### src/rtl/sel_decoder_seq.sv
// Registered SEL_W-to-2^SEL_W one-hot select decoder with output enable,
// optional index-0 suppression and a built-in sweep sequencer that walks
// every select value in ascending order, holding each for SWEEP_HOLD cycles.
module sel_decoder_seq #(
  parameter int unsigned SEL_W      = 5,
  parameter int unsigned ZERO_MASK  = 1,
  parameter int unsigned SWEEP_HOLD = 1
) (
  input  logic                    clk,
  input  logic                    rst_n,
  input  logic                    en,
  input  logic [1:0]              mode,
  input  logic [SEL_W-1:0]        sel,
  input  logic                    start,
  output logic [(1<<SEL_W)-1:0]   m,
  output logic [SEL_W-1:0]        cur_sel,
  output logic                    busy,
  output logic                    done
);

  localparam int unsigned         OUT_W     = 1 << SEL_W;
  localparam logic [SEL_W-1:0]    LAST_SEL  = SEL_W'(OUT_W - 1);
  localparam logic [7:0]          HOLD_LAST = 8'(SWEEP_HOLD - 1);

  localparam logic [1:0] MODE_DIRECT = 2'b00;
  localparam logic [1:0] MODE_SWEEP  = 2'b01;

  typedef enum logic [1:0] {
    IDLE,
    SWEEP,
    DONE
  } state_t;

  state_t           state;
  logic [7:0]       hold_cnt;
  logic [SEL_W-1:0] sel_inc;

  // One-hot decode; index 0 yields all-zero when the zero register is masked.
  function automatic logic [OUT_W-1:0] decode(input logic [SEL_W-1:0] idx);
    decode = '0;
    if (!((ZERO_MASK != 0) && (idx == '0)))
      decode[idx] = 1'b1;
  endfunction

  // Next sweep index (never wraps in use: the last index terminates the sweep).
  always_comb begin
    sel_inc = cur_sel + SEL_W'(1);
  end

  // Sequencer FSM with registered decode outputs.
  always_ff @(posedge clk or negedge rst_n) begin
    if (!rst_n) begin
      state    <= IDLE;
      m        <= '0;
      cur_sel  <= '0;
      busy     <= 1'b0;
      done     <= 1'b0;
      hold_cnt <= '0;
    end else begin
      done <= 1'b0;
      unique case (state)
        IDLE: begin
          if (mode == MODE_SWEEP && start && en) begin
            state    <= SWEEP;
            cur_sel  <= '0;
            m        <= decode('0);
            hold_cnt <= '0;
            busy     <= 1'b1;
          end else if (!en) begin
            m <= '0;
          end else if (mode == MODE_DIRECT) begin
            cur_sel <= sel;
            m       <= decode(sel);
          end
          // mode 01 without a start, and modes 10/11, hold m and cur_sel.
        end

        SWEEP: begin
          if (mode != MODE_SWEEP) begin
            state <= IDLE;
            busy  <= 1'b0;
            m     <= '0;
          end else if (!en) begin
            // Paused: index and hold count freeze, output blanked.
            m <= '0;
          end else if (hold_cnt == HOLD_LAST) begin
            hold_cnt <= '0;
            if (cur_sel == LAST_SEL) begin
              state <= DONE;
              m     <= '0;
              busy  <= 1'b0;
              done  <= 1'b1;
            end else begin
              cur_sel <= sel_inc;
              m       <= decode(sel_inc);
            end
          end else begin
            // Re-decode the current index so a resume after a pause restores m.
            hold_cnt <= hold_cnt + 8'd1;
            m        <= decode(cur_sel);
          end
        end

        DONE: begin
          state <= IDLE;
        end

        default: begin
          state <= IDLE;
        end
      endcase
    end
  end

endmodule

### config.mk
export PLATFORM = sky130hd
export DESIGN_NAME = sel_decoder_seq
export DESIGN_NICKNAME = d
export VERILOG_FILES = /design/src/rtl/sel_decoder_seq.sv
export SDC_FILE = /design/constraint.sdc
export NUM_CORES = 1
export LEC_CHECK = 0
export CORE_ASPECT_RATIO = 0.7
export CORE_MARGIN = 5
export CORE_UTILIZATION = 60
export CTS_BUF_LIST = sky130_fd_sc_hd__clkbuf_8
export CTS_CLUSTER_SIZE = 12
export DETAILED_ROUTE_END_ITERATION = 10
export HOLD_SLACK_MARGIN = 0.03
export PLACE_DENSITY = 0.88
export RECOVER_POWER = 100
export SKIP_CTS_REPAIR_TIMING = 1
export SLEW_MARGIN = 20
export SYNTH_ARGS = -nofsm -noshare
export SYNTH_HDL_FRONTEND = slang
export SYNTH_SLANG_ARGS = --single-unit
### constraint.sdc
create_clock -name clk -period 4.4 [get_ports clk]
set_clock_uncertainty 0.2 [all_clocks]
set_input_delay 1.1 -clock clk [delete_from_list [all_inputs] [get_ports clk]]
set_output_delay 1.1 -clock clk [all_outputs]
set_load 0.05 [all_outputs]
# After elaboration in Yosys (flattened, before gate mapping)
# Cells that the tools add are included.
# op_classes
n_reduce_logical	17
add_sub_neg	2
magnitude_cmp	6
muxes	47
eq_ne	15
# ops
cell	count
32-bit 2-to-1 mux	10
32-bit case mux with 2 select lines	1
5-bit 2-to-1 mux	7
8-bit 2-to-1 mux	4
5-bit by 6-bit less-than comparator with 1-bit output (second input constant)	3
8-bit case mux with 2 select lines	1
1-bit demux with 5-bit select	3
5-bit by 1-bit greater-or-equal comparator with 1-bit output (second input constant)	3
5-bit logical NOT	3
3-bit != test (second input constant)	5
1-bit 2-to-1 mux	13
2-bit 2-to-1 mux	5
2-bit != test (second input constant)	5
5-bit case mux with 2 select lines	1
8-bit by 1-bit adder with 8-bit output (second input constant)	1
8-bit logical NOT	1
4-bit AND reduction	2
7-bit AND reduction	1
5-bit by 1-bit adder with 5-bit output (second input constant)	1
5-bit equality test (second input constant)	1
1-bit logical AND	5
5-bit AND reduction	1
2-bit by 1-bit equality test with 1-bit output (second input constant)	2
2-bit logical NOT	2
other kinds (6)	6
# totals
reg_bits	49
output_inout_bits	39

# Depth between registers and ports, before layout
# logic_depth
word_depth	11
ltp_mapped	9
depth_no_buf	8

# Worst setup path after synthesis
# No wires, ideal clock.
# synth_path
path_kind	flip-flop to flip-flop
startpoint	register cur_sel[0]
endpoint	register cur_sel[0]
arrival_time_ps	2581
path_stages_with_launch	9
setup_slack_ps	1536
setup_time_ps	83
required_ps	4117
cell_sequence	dfrtp_1 -> ha_1 -> and3_1 -> ha_1 -> or4_1 -> nor2_1 -> a22oi_1 -> or3_1 -> o21ai_0
# synth_via
elab_chain_cells	6
elab_cells_between_ends	9
# synth_rtl
element	line	text
start, declared	16	output logic [SEL_W-1:0] cur_sel,
start signal, assigned	72	cur_sel <= sel;
start signal, assigned	94	cur_sel <= sel_inc;
5-bit by 1-bit adder with 5-bit output	47	sel_inc = cur_sel + SEL_W'(1);
5-bit 2-to-1 mux	88	if (cur_sel == LAST_SEL) begin
5-bit 2-to-1 mux	86	end else if (hold_cnt == HOLD_LAST) begin
5-bit 2-to-1 mux	83	end else if (!en) begin
5-bit 2-to-1 mux	79	if (mode != MODE_SWEEP) begin
5-bit case mux with 2 select lines	61	unique case (state)
# Several ways; a longest one is shown, not always the timed one. The select of a mux whose other input is x is not followed.
# A chain may end at the register's enable or synchronous reset.

# Final worst setup path
# layout_path
startpoint	input en
endpoint	register m[3]
# layout_via
elab_chain_cells	3
elab_cells_between_ends	8
# layout_rtl
element	line	text
start, declared	11	input logic en,
32-bit 2-to-1 mux (tied with other cells)	83	
32-bit 2-to-1 mux (tied with other cells)	79	
32-bit case mux with 2 select lines / 2-bit AND reduction (equally long branches)	-	
end signal, assigned	66	m <= decode('0);
end signal, assigned	73	m <= decode(sel);
end signal, assigned	95	m <= decode(sel_inc);
end, declared	15	output logic [(1<<SEL_W)-1:0] m,
# Several ways; a longest one is shown, not always the timed one.

==> impl_metrics.yaml <==
outcome:
  status: "complete, but fails checks"
  violated_checks: "max-capacitance violations, max-slew violations"
worst_setup_path:
  cp.arrival_ps: 3730
  r2r_setup_slack_ps: 1140
  cp_cell_sequence: "dlygate4sd3_1, nor2b_1, o22ai_1, clkbuf_1, o21ai_0, o22ai_1, a21oi_1"
  worst_path_largest_cell_delay_ps: 760
  timing.critical_path.from: "en"
  reg2reg_from: "cur_sel[0]"
  critPathSlowestCell: "sky130_fd_sc_hd__clkbuf_1"
  cp.required_ps: 4380
  worstRegToRegCells: 8
  timing.critical_path.fanout_max: 17
  category_of_the_worst_setup_path_launch_point: "input pin"
  critPathCaptureType: "register"
  crit_type: "in -> reg"
  worst_path_most_repeated_cell: "sky130_fd_sc_hd__o22ai_1"
  r2r_end: "cur_sel[0]"
detailed_routing:
  detail_route.wl_per_cell_um: 21.9
  dr.first_iter.drc_count: 556
  drt_first_pass_iters: 7
  detail_route.drc_violations: 0
  final_antenna_net_count: 0
  via_count: 3394
  routed_wirelength_mm: 10.4
  routed_via_density: 7.13
global_routing:
  antenna_found_initial: 0
  grt_pass1_wl_mm: 16.8
  global_route.overflow_total: 0
  globalRouteTotalUtil_pct: 32.2
  pin_count_of_the_biggest_net_entering_global_routing: 50
  first_global_vias: 3212
placed_design:
  hpwl_mm: 7.34
  pre_cts_ws_ps: 910
  placement.io_buffers: 49
  gp_weighted_congestion: 1.03
hold_path:
  cell_count_of_the_worst_hold_path: 2
  min-delay-start: "m[17]"
  hold_crit_endpoint: "m[17]"
  hold_path.class: "reg -> reg"
logic_synthesis:
  async_flop_share_pct: 100
  netlist_instances: 372
  synth-seq-area-share_pct: 39.4
  synth_cell_types: 51
  synth.ff_latch_count: 49
  synth_area_um2: 3110
  synthesis_warning_total: 0
  synth-edff-count: 0
  syn-num-nets: 392
  dominantRegCellSynth: "sky130_fd_sc_hd__dfrtp_1"
  mean_post_synth_cell_area_um2: 8.36
pwr:
  cellLeakagePower_uw: 0.00161
  p_per_area_nw_per_um2: 327
  vdd.ir_drop.worst_mv: 0.164
  finalPower_uw: 1210
clock_tree:
  clock_path_buffers: 2
  worst_skew_pair.late_latency_ps: 310
  cts_tree: "yes"
  htreeDepth: 2
  cts.clk_slew.worst_paths_ps: 90
  ctsRootBufferMaster: "sky130_fd_sc_hd__clkbuf_8"
  clkSinkCount: 49
  numCtsBuffers: 5
timing:
  postLayoutSetupSlackWorst_ps: 658
  finalCritPeriodShare_pct: 85.0
  timing.final.hold_violations: 0
  tightestPinTransition_ps: 2640
  layout_min_cycle_time_ps: 3740
  final.setup.tns_ps: 0
  final-max-slew-violation-count: 50
  grt_setup_unrepaired: "false"
  fmax_mhz: 267
  worst_slew_margin_pct: -76.1
  finalSetupViolCount: 0
layout:
  layout_common_cells: "sky130_fd_sc_hd__dfrtp_1 (49), sky130_fd_sc_hd__nor2_1 (41), sky130_fd_sc_hd__dlygate4sd3_1 (40), sky130_fd_sc_hd__nand2_1 (25), sky130_fd_sc_hd__o21ai_0 (24)"
  filler_cell_count: 385
  final_common_cell: "sky130_fd_sc_hd__dfrtp_1"
  syn2layout_area_growth_pct: 18.5
  final_layout_size_suffix_gt1_share_pct: 3.93
  n_antenna_cell: 0
  num-nets-final: 426
die:
  io-pin-count: 50
  die_width_um: 96.1
  core_area_um2: 4890
  starting_density_of_the_core_pct: 63.7
  area_enclosed_by_the_die_boundary_um2: 6750
  row_count: 21
  die_y_um: 70.3
run:
  drv_cap: 1
stage by stage:
step	hold WS [ps]	std cells	cell area, um2	util (%)
after global routing	346	476	3690	75.4
after floorplan	260	372	3110	-
after CTS	322	476	3690	75.6
after global placement	292	468	3610	73.9
final	319	476	3690	75.4
after detailed placement	301	468	3610	73.9
cell families (layout without fill, tap and decap cells):
| group | count (synthesis) | in the layout | share of synthesized area (%) |
|---|---|---|---|
| mux | 1 | 1 | 0.362 |
| flops | 49 | 49 | 39.4 |
| fa+ha+maj | 9 | 9 | 3.62 |
| simple gates | 173 | 173 | 29.2 |
| buf+inv | 33 | 68 | 4.26 |
| compound gates | 107 | 107 | 23.2 |
cell type report:
class / count / area [um2] / area share, %
Multi-Input combinational cell: 290 / 1750 / 47.6
Clock buffer: 5 / 68.8 / 1.87
Tap cell: 69 / 86.3 / 2.34
Sequential cell: 49 / 1230 / 33.3
Timing Repair Buffer: 54 / 514 / 14.0
Clock inverter: 3 / 15.0 / 0.407
Inverter: 6 / 22.5 / 0.611
registers in the layout, summed over array words and instances, names as in the netlist:
signal and cells:
busy 1, hold_cnt 8, cur_sel 5, done 1, state 2, m 32
report_power, final:
| part | internal, uW | switching [uW] | leakage, uW | total [uW] |
|---|---|---|---|---|
| Combinational | 121 | 305 | 0.000904 | 426 |
| Clock | 108 | 156 | 0.0000467 | 264 |
| Sequential | 475 | 41.7 | 0.000656 | 516 |
| Total | 704 | 503 | 0.00161 | 1210 |
Yosys cell counts (4+ instances only):
cell type,number,area share [%]
sky130_fd_sc_hd__dfrtp_1,49,39
sky130_fd_sc_hd__nor2_1,41,4.9
sky130_fd_sc_hd__nand2_1,25,3.0
sky130_fd_sc_hd__clkbuf_1,24,2.9
sky130_fd_sc_hd__a21oi_1,22,3.5
sky130_fd_sc_hd__nor3_1,22,3.5
sky130_fd_sc_hd__o21ai_0,20,3.2
sky130_fd_sc_hd__a221oi_1,16,4.5
sky130_fd_sc_hd__nor4_1,15,3.0
sky130_fd_sc_hd__and3_1,13,2.6
sky130_fd_sc_hd__nand3_1,12,1.9
sky130_fd_sc_hd__or3_1,10,2.0
sky130_fd_sc_hd__a211oi_1,9,2.2
sky130_fd_sc_hd__ha_1,9,3.6
sky130_fd_sc_hd__nor2b_1,7,1.4
sky130_fd_sc_hd__a31oi_1,6,1.2
sky130_fd_sc_hd__inv_1,6,0.72
sky130_fd_sc_hd__nand2b_1,6,1.2
sky130_fd_sc_hd__nand3b_1,6,1.4
sky130_fd_sc_hd__a22oi_1,4,0.97
sky130_fd_sc_hd__o21ai_1,4,0.64
sky130_fd_sc_hd__o22ai_1,4,0.80
worst max path at each step:
stage / slack [ps] / end / depth (start not counted)
final: 660 / m[3] / 7
after global routing: 500 / m[3] / 7
after CTS: 1230 / m[4] / 6
after detailed placement: 910 / m[6] / 6
after global placement: 990 / m[5] / 6
after floorplan: 1540 / cur_sel[0] / 8
worst max-delay path: cells and delay by family:
kind | cells | cell delay, ps
buffers and inverters | 2 | 1430
AOI/OAI and AO/OA | 4 | 990
and+or+nand+nor | 1 | 210
layer usage:
metal / track usage (%) / vias up / share of wire, %
met5: 0 / - / 0
met4: 10.7 / 0 / 3.4
met3: 8.58 / 56 / 16
met2: 44.0 / 322 / 42
met1: 48.6 / 1544 / 39
li1: - / 1472 / -
Power figures use the tool's default switching activity.
